<file path="src/rtl/axi_lite_bram_slave.sv">
// AXI4-Lite slave bridging one CPU memory port onto one port of a byte-writable, 1-cycle-latency RAM.
// Optional AXI_BRAM_SLVERR_EN: out-of-range addresses answer SLVERR without touching the RAM.
module axi_lite_bram_slave #(
    parameter int ADDR_WIDTH = 16,
    parameter int MEM_BYTES  = 65536
) (
    input  logic                  clk,
    input  logic                  reset,
    input  logic [31:0]           axi_awaddr,
    input  logic [2:0]            axi_awprot,
    input  logic                  axi_awvalid,
    output logic                  axi_awready,
    input  logic [31:0]           axi_wdata,
    input  logic [3:0]            axi_wstrb,
    input  logic                  axi_wvalid,
    output logic                  axi_wready,
    output logic [1:0]            axi_bresp,
    output logic                  axi_bvalid,
    input  logic                  axi_bready,
    input  logic [31:0]           axi_araddr,
    input  logic [2:0]            axi_arprot,
    input  logic                  axi_arvalid,
    output logic                  axi_arready,
    output logic [31:0]           axi_rdata,
    output logic [1:0]            axi_rresp,
    output logic                  axi_rvalid,
    input  logic                  axi_rready,
    output logic                  bram_en,
    output logic [3:0]            bram_we,
    output logic [ADDR_WIDTH-3:0] bram_addr,
    output logic [31:0]           bram_wrdata,
    input  logic [31:0]           bram_rddata
);

    localparam logic [1:0] RESP_OKAY   = 2'b00;
    localparam logic [1:0] RESP_SLVERR = 2'b10;

    typedef enum logic [1:0] {IDLE, WR_RESP, RD_WAIT, RD_RESP} state_e;
    typedef enum logic {PRIO_WR, PRIO_RD} prio_e;

    state_e      state_q, state_d;
    prio_e       prio_q, prio_d;
    logic        bvalid_q, bvalid_d;
    logic [1:0]  bresp_q, bresp_d;
    logic        rvalid_q, rvalid_d;
    logic [1:0]  rresp_q, rresp_d;
    logic [31:0] rdata_q, rdata_d;
    logic        rd_err_q, rd_err_d;

    logic wr_elig, rd_elig, grant_wr, grant_rd, aw_err, ar_err;

`ifdef AXI_BRAM_SLVERR_EN
    function automatic logic out_of_range(input logic [31:0] addr);
        return (|addr[31:ADDR_WIDTH]) || (32'(addr[ADDR_WIDTH-1:0]) >= 32'(MEM_BYTES));
    endfunction
    assign aw_err = out_of_range(axi_awaddr);
    assign ar_err = out_of_range(axi_araddr);
`else
    assign aw_err = 1'b0;
    assign ar_err = 1'b0;
`endif

    // Grants are only ever issued from IDLE, so a pending response blocks new traffic.
    always_comb begin
        wr_elig  = !reset && (state_q == IDLE) && axi_awvalid && axi_wvalid;
        rd_elig  = !reset && (state_q == IDLE) && axi_arvalid;
        grant_wr = wr_elig && (!rd_elig || (prio_q == PRIO_WR));
        grant_rd = rd_elig && !grant_wr;
    end

    assign axi_awready = grant_wr;
    assign axi_wready  = grant_wr;
    assign axi_arready = grant_rd;
    assign bram_en     = (grant_wr && !aw_err) || (grant_rd && !ar_err);
    assign bram_we     = (grant_wr && !aw_err) ? axi_wstrb : 4'b0000;
    assign bram_addr   = grant_wr ? axi_awaddr[ADDR_WIDTH-1:2] : axi_araddr[ADDR_WIDTH-1:2];
    assign bram_wrdata = axi_wdata;

    assign axi_bvalid = bvalid_q;
    assign axi_bresp  = bresp_q;
    assign axi_rvalid = rvalid_q;
    assign axi_rresp  = rresp_q;
    assign axi_rdata  = rdata_q;

    // NOTE: every _d starts from its _q so no path through the case leaves a latch behind.
    always_comb begin
        state_d  = state_q;
        prio_d   = prio_q;
        bvalid_d = bvalid_q;
        bresp_d  = bresp_q;
        rvalid_d = rvalid_q;
        rresp_d  = rresp_q;
        rdata_d  = rdata_q;
        rd_err_d = rd_err_q;
        case (state_q)
            IDLE: begin
                if (grant_wr) begin
                    state_d  = WR_RESP;
                    bvalid_d = 1'b1;
                    bresp_d  = aw_err ? RESP_SLVERR : RESP_OKAY;
                    prio_d   = PRIO_RD;
                end else if (grant_rd) begin
                    state_d  = RD_WAIT;
                    rd_err_d = ar_err;
                    prio_d   = PRIO_WR;
                end
            end
            WR_RESP: begin
                if (axi_bready) begin
                    bvalid_d = 1'b0;
                    state_d  = IDLE;
                end
            end
            RD_WAIT: begin
                rdata_d  = rd_err_q ? 32'h0 : bram_rddata;
                rresp_d  = rd_err_q ? RESP_SLVERR : RESP_OKAY;
                rvalid_d = 1'b1;
                state_d  = RD_RESP;
            end
            RD_RESP: begin
                if (axi_rready) begin
                    rvalid_d = 1'b0;
                    state_d  = IDLE;
                end
            end
            default: state_d = IDLE;
        endcase
    end

    // NOTE: non-blocking assignments here so every flop samples the pre-edge value of its _d.
    always_ff @(posedge clk) begin
        if (reset) begin
            state_q  <= IDLE;
            prio_q   <= PRIO_WR;
            bvalid_q <= 1'b0;
            bresp_q  <= RESP_OKAY;
            rvalid_q <= 1'b0;
            rresp_q  <= RESP_OKAY;
            rdata_q  <= 32'h0;
            rd_err_q <= 1'b0;
        end else begin
            state_q  <= state_d;
            prio_q   <= prio_d;
            bvalid_q <= bvalid_d;
            bresp_q  <= bresp_d;
            rvalid_q <= rvalid_d;
            rresp_q  <= rresp_d;
            rdata_q  <= rdata_d;
            rd_err_q <= rd_err_d;
        end
    end

    // Protection bits, sub-word offsets and (without the range check) upper address bits are don't-care.
    logic unused_ok;
    assign unused_ok = ^{axi_awprot, axi_arprot, axi_awaddr[31:ADDR_WIDTH], axi_awaddr[1:0],
                         axi_araddr[31:ADDR_WIDTH], axi_araddr[1:0], (MEM_BYTES > 0)};

endmodule

</file>
<file path="config.mk">
export PLATFORM = sky130hd
export DESIGN_NAME = axi_lite_bram_slave
export DESIGN_NICKNAME = d
export VERILOG_FILES = /design/src/rtl/axi_lite_bram_slave.sv
export SDC_FILE = /design/constraint.sdc
export NUM_CORES = 1
export LEC_CHECK = 0
export BUFFER_PORTS_ARGS = -buffer_cell sky130_fd_sc_hd__buf_2
export CORE_AREA = 4 4 89 91
export CTS_CLUSTER_DIAMETER = 100
export DETAILED_ROUTE_END_ITERATION = 12
export DIE_AREA = 0 0 93 95
export PLACE_DENSITY = 0.68
export SLEW_MARGIN = 10
export SYNTH_ARGS = -nofsm -noshare
export SYNTH_HDL_FRONTEND = slang
export SYNTH_SLANG_ARGS = --single-unit
</file>
<file path="constraint.sdc">
create_clock -name clk -period 2.2 [get_ports clk]
set_input_delay 0 -clock clk [delete_from_list [all_inputs] [get_ports clk]]
set_output_delay 0 -clock clk [all_outputs]
set_load 0.05 [all_outputs]
</file>
Yosys cells after proc, flatten, opt, wreduce, memory -nomap -nowiden:

Index checks and enable logic that the tools add are counted.

* output and inout port bits: 92
* bits of input ports: 145
* flip-flop bits (word level): 37
* word-level logic and storage cells: 46

* reduce and logical (&&, ||, !) cells: 19
* multiplexer cells: 14
* bitwise logic cells: 1
* equal/unequal tests: 7

Operators with widths (number)
* two-way mux 14 bit: 1
* two-way mux 2 bit: 4
* one-hot mux 2 bit (4 select lines): 1
* logical AND 1 bit: 6
* inequality test 2 bit (second input constant): 3
* AND reduction 3 bit: 2
* nonzero test 2 bit: 3
* two-way mux 1 bit: 5
* == test 2 bit (second input constant): 2
* two-way mux 4 bit: 1
* one-hot mux 1 bit (2 select lines): 2
* AND reduction 2 bit: 2
* zero test 1 bit: 3
* inequality test 3 bit (second input constant): 1
* == test 2 x 1 -> 1 bit (second input constant): 1
* zero test 2 bit: 1
* logical OR 1 bit: 2
* inverter 1 bit: 1

Logic depth before layout (Yosys ltp):

Gate-level depths: netlist of the first run.

* depth in word-level cells: 11
* gate-level depth with buffers: 6
* mapped depth without buffers: 4

Worst setup path before layout of the first run:

OpenSTA, ideal clock, no wires.

* kind: reg-to-output
* start point: reg state_q[0]
* end point: out bram_we[0]
* arrival: 2261 ps
* cell stages (with the launch flop): 7
* setup slack: -61 ps
* required time: 2200 ps
* path buffers: 2
* cells stage by stage: dfxtp_1 or3_4 or3b_1 buf_6 buf_8 inv_1 and2_1

* word-level cells in the longest chain between the ends: 7
* elaborated cells on any way between the ends: 9
* classes of those cells: 1 x mux; 8 x reduce/logical

RTL lines
* start: declaration: RTL line 41 `state_e state_q, state_d;`
* start signal: assignment: RTL line 142 `state_q <= state_d;`
* zero test 2 bit (*): RTL line 65, 66
* logical AND 1 bit (*): RTL line 65, 66
* logical AND 1 bit: RTL line 66 `rd_elig = !reset && (state_q == IDLE) && axi_arvalid;`
* zero test 1 bit: RTL line 67 `grant_wr = wr_elig && (!rd_elig || (prio_q == PRIO_WR));`
* logical OR 1 bit: RTL line 67
* logical AND 1 bit (*): RTL line 67
* named net axi_awready: RTL line 12 `output logic axi_awready,`
* two-way mux 4 bit (*): RTL line 75 `assign bram_we = (grant_wr && !aw_err) ? axi_wstrb : 4'b0000;`
* end: declaration: RTL line 29 `output logic [3:0] bram_we,`

Mark *: on every way through the listed nets, which the timed path passes. The rest lies on a longest branch.

Worst setup path in the final report of the first run:

* start point: reg state_q[0]
* end point: out bram_addr[1]

* word-level cells in the longest chain between the ends: 7
* elaborated cells on any way between the ends: 9
* classes of those cells: 1 x mux; 8 x reduce/logical

RTL lines
* zero test 2 bit (*): RTL line 65, 66
* logical AND 1 bit (*): RTL line 65, 66
* logical AND 1 bit: RTL line 66
* zero test 1 bit: RTL line 67
* logical OR 1 bit: RTL line 67
* logical AND 1 bit (*): RTL line 67
* two-way mux 14 bit (*): RTL line 76 `assign bram_addr = grant_wr ? axi_awaddr[ADDR_WIDTH-1:2] : axi_araddr[ADDR_WIDTH-1:2];`
* end: declaration: RTL line 30 `output logic [ADDR_WIDTH-3:0] bram_addr,`

Mark *: on every way between the ends. The rest lies on a longest branch, timed or not.

==> impl_metrics.json, run 1 <==
{
  "grtUsageTotal_pct": 12.6,
  "holdWs_ns": 0.0000653,
  "synth_top_family_by_area": "simple AND/OR/NAND/NOR gates",
  "final_hold_viol_count": 0,
  "ys.flop_type": "dfxtp_1",
  "report.power.total_w": 0.00182,
  "synth_common_cells": "70 x nand2_1, 37 x buf_4, 37 x dfxtp_1, 35 x a21oi_1, 10 x clkbuf_1",
  "synth-simple-area-share_pct": 19.1,
  "period_minus_slack_ns": 2.13,
  "gp_congestion": 0.766,
  "via_count": 1929,
  "sw_frac_of_total_pct": 35.8,
  "path_class": "reg -> out",
  "drt_iter0_markers": 82,
  "async_flop_share_pct": 0,
  "synth.area.top_cells": "dfxtp_1 40%, buf_4 15%, nand2_1 14%",
  "synthAdderAreaFrac_pct": 0,
  "cts_buffers": 5,
  "drt-total-wl_mm": 5.91,
  "min_period_over_period_pct": 96.8,
  "grt_util_met2_pct": 25.0,
  "cp_top_family": "simple AND/OR/NAND/NOR gates",
  "finClkSkew_ns": 0.00980,
  "hold_class": "in -> out",
  "cts_tree": "yes",
  "netlist_area_um2": 1870,
  "synth_cell_type_count": 26,
  "cp-end-kind": "primary output",
  "cts_sinks": 37,
  "cts_setup_buffers": 0,
  "busiest_layer": "met2",
  "setup_tns_ns": 0,
  "start_util_pct": 26.3,
  "seqPwrFrac_pct": 40.6,
  "clk_latency_ns": 0.28,
  "io_buffer_count": 126,
  "yosysWarnings": 0,
  "cp_max_fo": 15,
  "yosysSeqAreaShare_pct": 39.5,
  "fmax_mhz": 470,
  "use_met1_pct": 11.4,
  "grt_overflow": 0,
  "clock-root-buffer": "clkbuf_8",
  "final_layout_size_suffix_gt1_share_pct": 45.6,
  "critical_path_required_ns": 2.20,
  "critical_path_buf_inv_count": 2,
  "via_per_inst": 4.27,
  "rows": 31,
  "num_io_pins": 237,
  "rsz0062_at_grt": "false",
  "postRouteAntennaNets": 0,
  "clkPwrFrac_pct": 27.3,
  "yosysTopAreaCell": "dfxtp_1",
  "grt_pass1_wl_mm": 8.83,
  "detail_route.first_pass.iterations": 4,
  "slowest_delay_ns": 0.40,
  "max_cap_viol_count": 0,
  "clock_path_buffers": 2,
  "dieArea_um2": 8840,
  "status": "finished, final reports clean",
  "startpoint_type": "register",
  "path_clk_slew_ns": 0.07,
  "vdd_drop_max_mv": 0.381,
  "netlist.area_leader.share_pct": 39.5,
  "post-route-drc-count": 0,
  "slowest_stage": "or3_4",
  "synth_cells": 230,
  "synth.most_common_cell": "nand2_1",
  "insertedDiodeCount": 0,
  "met3_usage_pct": 5.50,
  "ys_seq_elements": 37,
  "fp.dieW_um": 93,
  "dp_hpwl_mm": 4.36,
  "pwr-share-comb_pct": 32.1,
  "muxShareOfSynthArea_pct": 10.2,
  "layout.nets": 497,
  "core_um2": 7140,
  "synth-compound-area-share_pct": 12.1,
  "synth-edff-count": 0,
  "setup_viol": 0,
  "grt_max_degree": 39,
  "htree_levels": 2,
  "wire_per_inst_um": 13.1,
  "grt_antenna_before_repair": 0,
  "slew_violations": 0,
  "power_density_nw_per_um2": 654,
  "fp.dieH_um": 95,
  "worstPathCellList": "or3_4 -> or3b_1 -> buf_6 -> mux2_4 -> buf_2",
  "synth-xor-area-share_pct": 0,
  "arrival_ns": 2.13,
  "area_delta_synth_final_pct": 48.7,
  "power.switching_w": 0.000652,
  "grt_pass1_vias": 1869,
  "p_int_w": 0.00117,
  "synth.avg_cell_area_um2": 8.15,
  "p_leak_nw": 1.36
}
## flip-flops by register name (all words and copies together) (netlist names)
signal      flops
axi_bvalid      1
axi_rvalid      1
prio_q          1
axi_rdata      32
state_q         2
## cell type report
cell class | count | area, µm²
Clock buffer | 6 | 82.6
Fill cell | 740 | 4350
Multi-Input combinational cell | 144 | 797
Clock inverter | 2 | 13.8
Timing Repair Buffer | 162 | 1020
Sequential cell | 37 | 743
Tap cell | 99 | 124
Inverter | 2 | 7.51
## routing by layer
metal | wire length (µm) | vias up
met5 | 0 | -
li1 | - | 950
met1 | 1980 | 858
met4 | 73 | 0
met3 | 741 | 8
met2 | 3110 | 113
## metrics by stage
step                worst slack, ns  util (%)  instance area, µm²  cells
floorplan                    0.0517         -                1890    233
detailed placement            0.283      33.0                2350    412
global route                 0.0152      39.1                2790    452
finish                       0.0710      39.1                2790    452
global placement              0.285      33.0                2350    412
CTS                        0.000748      39.0                2780    452
## kinds of logic (layout without fill, tap and decap cells)
family | count (synthesis) | in the layout
buffers and inverters | 52 | 172
other | 1 | 4
DFF | 37 | 37
and+or+nand+nor | 84 | 84
AOI/OAI and AO/OA | 42 | 42
muxes | 14 | 14
## power by group through the flow
stage	logic, W	clock network [W]	registers, W
floorplan	0.000415	0	0.000882
global placement	0.000537	0	0.000752
detailed placement	0.000542	0	0.000753
CTS	0.000588	0.000534	0.000738
global route	0.000625	0.000556	0.000747
finish	0.000585	0.000498	0.000740
## placed cells by master (no fill, tap or decap), drive strengths merged
| cell type | n |
|---|---|
| clkinv | 2 |
| o21ai | 1 |
| buf | 130 |
| a21oi | 35 |
| a41oi | 1 |
| a31oi | 1 |
| and2 | 4 |
| a211oi | 2 |
| nand2 | 70 |
| inv | 2 |
| dfxtp | 37 |
| conb | 4 |
| and2b | 1 |
| mux2 | 14 |
| dlygate4sd3 | 32 |
| a311oi | 1 |
| or3b | 1 |
| clkbuf | 6 |
| or4b | 1 |
| or3 | 2 |
| nor2 | 2 |
| a221oi | 1 |
| nand2b | 3 |
## repair_timing
action                                 in CTS  in global routing
endpoints found under the hold margin      32                  0
resized for setup                           4                  4
hold buffers                               32                  0
setup endpoints to repair                   4                 20
## final timing paths
kind,from,to,slack [ns],depth (start not counted)
hold / removal,axi_wdata[1],bram_wrdata[1],0.00007,0
setup / recovery,state_q[0]$_SDFFE_PP0P_,bram_addr[1],0.07,5
setup reg to reg,state_q[0]$_SDFFE_PP0P_,axi_rdata[21]$_SDFFE_PP0P_,0.86,4
hold reg to reg,axi_rdata[11]$_SDFFE_PP0P_,axi_rdata[11]$_SDFFE_PP0P_,0.45,2
No activity file was read; power rests on OpenSTA's default activity.
==> inputs of run 2 (changes only) <==
CELL_PAD_IN_SITES_DETAIL_PLACEMENT = 1   (was not set)
CELL_PAD_IN_SITES_GLOBAL_PLACEMENT = 2   (was not set)
CORE_AREA = not set   (was 4 4 89 91)
CORE_MARGIN = 4   (was not set)
CORE_UTILIZATION = 14   (was not set)
DIE_AREA = not set   (was 0 0 93 95)
PLACE_DENSITY = not set   (was 0.68)
PLACE_DENSITY_LB_ADDON = 0.1   (was not set)
==> impl_metrics.json, run 2 (same netlist as run 1, synthesis figures left out) <==
{
  "area_delta_synth_final_pct": 56.0,
  "cp_max_fo": 10,
  "final_layout_size_suffix_gt1_share_pct": 45.5,
  "status": "finished, final reports clean",
  "pre_cts_slack_ns": 0.320,
  "core_um2": 13200,
  "wire_per_inst_um": 12.9,
  "grt_pass1_wl_mm": 10.1,
  "layout.nets": 502,
  "report.power.total_w": 0.00202,
  "num_io_pins": 237,
  "placed_cells": 494,
  "final_common_cell": "buf_2",
  "cp-end-kind": "primary output",
  "dp_hpwl_mm": 5.02,
  "cts_buffers": 5,
  "grt_overflow": 0,
  "grt_antenna_before_repair": 0,
  "min_period_over_period_pct": 97.2,
  "grt_max_degree": 39,
  "drt_iter0_markers": 48,
  "largest_reg_flops": 32,
  "power_density_nw_per_um2": 690,
  "htree_levels": 2,
  "holdWs_ns": 0.0000169,
  "cts_sinks": 37,
  "grtUsageTotal_pct": 8.67,
  "slew_violations": 0,
  "gp_congestion": 0.631,
  "path_clk_slew_ns": 0.05,
  "clock_path_buffers": 2,
  "finClkSkew_ns": 0.00489,
  "cts_setup_buffers": 0,
  "path_class": "reg -> out",
  "detail_route.first_pass.iterations": 4,
  "setup_tns_ns": 0,
  "p_leak_nw": 1.38,
  "setup_viol": 0,
  "insertedDiodeCount": 0,
  "drt-total-wl_mm": 6.87,
  "io_buffer_count": 126,
  "postRouteAntennaNets": 0,
  "via_count": 1924,
  "grt_pass1_vias": 1895,
  "start_util_pct": 14.2,
  "final_hold_viol_count": 0,
  "max_cap_viol_count": 0,
  "cts_tree": "yes",
  "arrival_ns": 2.14,
  "clk_latency_ns": 0.29,
  "rsz0062_at_grt": "true",
  "period_minus_slack_ns": 2.14,
  "fmax_mhz": 468,
  "via_per_inst": 3.62,
  "rows": 42,
  "final_cell_mix": "122 x buf_2, 70 x nand2_1, 37 x dfxtp_1",
  "dieArea_um2": 15300,
  "setup_slack_ns": 0.0610,
  "vdd_drop_max_mv": 0.300,
  "fp.dieW_um": 124,
  "critical_path_required_ns": 2.20,
  "clock-root-buffer": "clkbuf_16",
  "fp.dieH_um": 124,
  "post-route-drc-count": 0,
  "hold_class": "in -> out",
  "startpoint_type": "register",
  "fin_cells": 532
}
-- run 2: cell types whose count changed in the layout (fill, tap and decap cells not counted), moves of 4 or more --
cell,delta
clkbuf_4,+4
buf_4,+4
clkbuf_16,+5
clkbuf_8,-6
-- run 2: what timing repair did --
item,in CTS,in global routing
setup endpoints to repair,0,4
hold buffers,32,0
endpoints found under the hold margin,32,0
gates resized for setup,0,5
-- run 2: per-stage QoR --
stage	util, %	instance area [µm²]
3_3_place_gp	18.7	2460
3_5_place_dp	18.7	2460
6_report	22.2	2920
4_1_cts	22.1	2910
2_1_floorplan	-	1890
5_1_grt	22.2	2920
-- run 2: metal layers --
metal  vias to the layer above  track usage (%)  share of wire (%)  wire (µm)
met3                        18             3.81                 11        779
met5                         -                0                  0          0
met2                        90             14.0                 46       3170
met1                       855             9.87                 41       2800
met4                         0             3.88                1.8        127
li1                        961                -                  -          -
-- run 2: cell type report --
cell class,count,area [µm²]
fill,1577,10300
timing repair buffer,167,1030
sequential,37,741
clock buffer,5,125
tap,176,220
inverter,2,7.51
multi-input combinational,144,797
clock inverter,1,5.00
-- run 2: worst max-delay path: stages (launching register included) --
cell and delay, ns:
dfxtp_1 0.31, or3_4 0.39, or3b_1 0.42, buf_4 0.22
mux2_4 0.30, buf_2 0.22
-- run 2: where the power goes --
group          leakage, nW  internal [W]  switching (W)
logic                 1.02      0.000204       0.000396
registers            0.302      0.000713      0.0000203
clock network       0.0655      0.000405       0.000280
-- run 2: path summary, 6_finish.rpt --
check / endpoint / cells past startpoint / start / slack (ns)
setup / recovery: bram_addr[3] / 5 / state_q[0]$_SDFFE_PP0P_ / 0.06
hold / removal: bram_wrdata[24] / 0 / axi_wdata[24] / 0.00002
setup reg to reg: prio_q$_SDFFE_PP0P_ / 4 / state_q[0]$_SDFFE_PP0P_ / 0.75
hold reg to reg: axi_rdata[22]$_SDFFE_PP0P_ / 2 / axi_rdata[22]$_SDFFE_PP0P_ / 0.45
==> inputs of run 3 (changes only) <==
PLACE_DENSITY = 0.84   (was not set)
PLACE_DENSITY_LB_ADDON = not set   (was 0.1)
==> impl_metrics.json, run 3 (same netlist as run 1, synthesis figures left out) <==
{
  "final_layout_size_suffix_gt1_share_pct": 45.6,
  "final_hold_viol_count": 0,
  "io_buffer_count": 126,
  "setup_viol": 0,
  "final_cell_mix": "115 x buf_2, 70 x nand2_1, 35 x a21oi_1, 35 x dfxtp_1, 32 x dlygate4sd3_1",
  "fp.dieH_um": 124,
  "p_leak_nw": 1.40,
  "setup_slack_ns": 0.0553,
  "worstReg2RegStart": "state_q[0]$_SDFFE_PP0P_",
  "final_common_cell": "buf_2",
  "vdd_drop_max_mv": 0.323,
  "cts_sinks": 37,
  "core_um2": 13200,
  "fp.dieW_um": 124,
  "critical_path_buf_inv_count": 2,
  "detail_route.first_pass.iterations": 4,
  "arrival_ns": 2.14,
  "via_per_inst": 3.82,
  "rows": 42,
  "startpoint_type": "register",
  "slowest_stage": "or3b_4",
  "slowest_delay_ns": 0.42,
  "insertedDiodeCount": 0,
  "min_from": "axi_wdata[15]",
  "grtUsageTotal_pct": 9.03,
  "cp-end-kind": "primary output",
  "fin_area_um2": 2980,
  "holdWs_ns": 0.0000169,
  "wire_per_inst_um": 13.8,
  "grt_max_degree": 39,
  "grt_antenna_before_repair": 0,
  "grt_pass1_vias": 2135,
  "area_delta_synth_final_pct": 58.8,
  "grt_pass1_wl_mm": 10.6,
  "drt_iter0_markers": 23,
  "dp_hpwl_mm": 5.48,
  "clkPwrFrac_pct": 41.3,
  "seqPwrFrac_pct": 32.6,
  "path_class": "reg -> out",
  "status": "finished, final reports clean",
  "via_count": 2021,
  "setup_tns_ns": 0,
  "period_minus_slack_ns": 2.14,
  "min_period_over_period_pct": 97.5,
  "critical_path_required_ns": 2.20,
  "worstPathCellList": "or3_4 -> or3b_4 -> buf_8 -> mux2_4 -> buf_2",
  "max_cap_viol_count": 0,
  "dpl_cell_area_um2": 2430,
  "cts_tree": "yes",
  "holdPathEnd": "bram_wrdata[15]",
  "p_int_w": 0.00156,
  "post-route-drc-count": 0,
  "rsz0062_at_grt": "false",
  "num_io_pins": 237,
  "power.switching_w": 0.000710,
  "cts_buffers": 5,
  "fmax_mhz": 466,
  "sw_frac_of_total_pct": 31.2,
  "largest_reg_flops": 32,
  "dieArea_um2": 15300,
  "hold_class": "in -> out",
  "power_density_nw_per_um2": 764,
  "gp_congestion": 0.733,
  "cp_top_family": "simple AND/OR/NAND/NOR gates",
  "drt-total-wl_mm": 7.32,
  "postLayoutCoreUtil_pct": 22.6,
  "clk_latency_ns": 0.28,
  "clock-root-buffer": "clkbuf_16",
  "clock_path_buffers": 2,
  "htree_levels": 2,
  "cp_max_fo": 15,
  "timing.rr.end": "prio_q$_SDFFE_PP0P_",
  "grt_overflow": 0,
  "postRouteAntennaNets": 0,
  "start_util_pct": 14.2,
  "path_clk_slew_ns": 0.06,
  "min_path_cells": 0,
  "pre_cts_slack_ns": 0.230,
  "slew_violations": 0,
  "finClkSkew_ns": 0.00623,
  "layout.nets": 497,
  "pwr-share-comb_pct": 26.1,
  "ff2ff_setup_slack_ns": 0.87,
  "r2r_cells": 3
}
run 3: cell count changes in the layout (fill, tap and decap cells not counted), moves of 2 or more:
| cell | delta |
|---|---|
| bufinv_16 | +2 |
| clkbuf_4 | -3 |
| dfxtp_1 | -2 |
| dfxtp_2 | +2 |
| buf_2 | -7 |
| buf_4 | +4 |
run 3: how the worst max path moves through the flow:
stage                            start            end  slack [ns]  depth (start not counted)
2_1_floorplan  state_q[0]$_SDFFE_PP0P_     bram_we[0]        0.05                          6
3_3_place_gp   state_q[0]$_SDFFE_PP0P_     bram_we[0]        0.26                          6
3_5_place_dp   state_q[1]$_SDFFE_PP0P_     bram_we[0]        0.23                          6
4_1_cts        state_q[0]$_SDFFE_PP0P_  bram_addr[11]        0.02                          5
5_1_grt        state_q[0]$_SDFFE_PP0P_  bram_addr[11]       0.001                          5
6_report       state_q[0]$_SDFFE_PP0P_   bram_addr[3]        0.06                          5
run 3: timing repair:
| action | 4_1_cts | 5_1_grt |
|---|---|---|
| hold buffers | 32 | 0 |
| hold endpoints to repair | 32 | 0 |
| pin swaps | 0 | 0 |
| endpoints found under the setup margin | 18 | 11 |
| buffers inserted | 0 | 0 |
| gates resized for setup | 12 | 5 |
run 3: per-layer routing:
layer / share of wire (%) / GRT usage [%] / vias to the layer above
li1: - / - / 947
met1: 33 / 8.08 / 931
met2: 52 / 18.1 / 126
met3: 12 / 3.32 / 17
met4: 2.0 / 3.25 / 0
met5: 0 / 0 / -
run 3: metrics by stage:
stage          std cells  power (W)
2_1_floorplan        233    0.00130
3_5_place_dp         489    0.00130
6_report             529    0.00227
3_3_place_gp         489    0.00128
5_1_grt              529    0.00238
4_1_cts              529    0.00231
run 3: area by class of cell:
cell class | instances | area, µm²
Clock buffer | 5 | 125
Tap cell | 176 | 220
Multi-Input combinational cell | 144 | 800
Clock inverter | 3 | 65.1
Sequential cell | 37 | 743
Fill cell | 1580 | 10200
Timing Repair Buffer | 162 | 1020
Inverter | 2 | 7.51
run 3: power by group through the flow:
| stage | registers [W] | clock network, W | logic (W) |
|---|---|---|---|
| after floorplan | 0.000882 | 0 | 0.000415 |
| after global placement | 0.000752 | 0 | 0.000533 |
| after detailed placement | 0.000754 | 0 | 0.000544 |
| after CTS | 0.000741 | 0.000971 | 0.000594 |
| after global routing | 0.000747 | 0.00100 | 0.000636 |
| final | 0.000741 | 0.000939 | 0.000593 |
run 3: worst register-to-register path: stages, from the launching register on:
cell,delay [ns]
dfxtp_2,0.36
or4b_2,0.70
nand2_1,0.09
a21oi_1,0.06
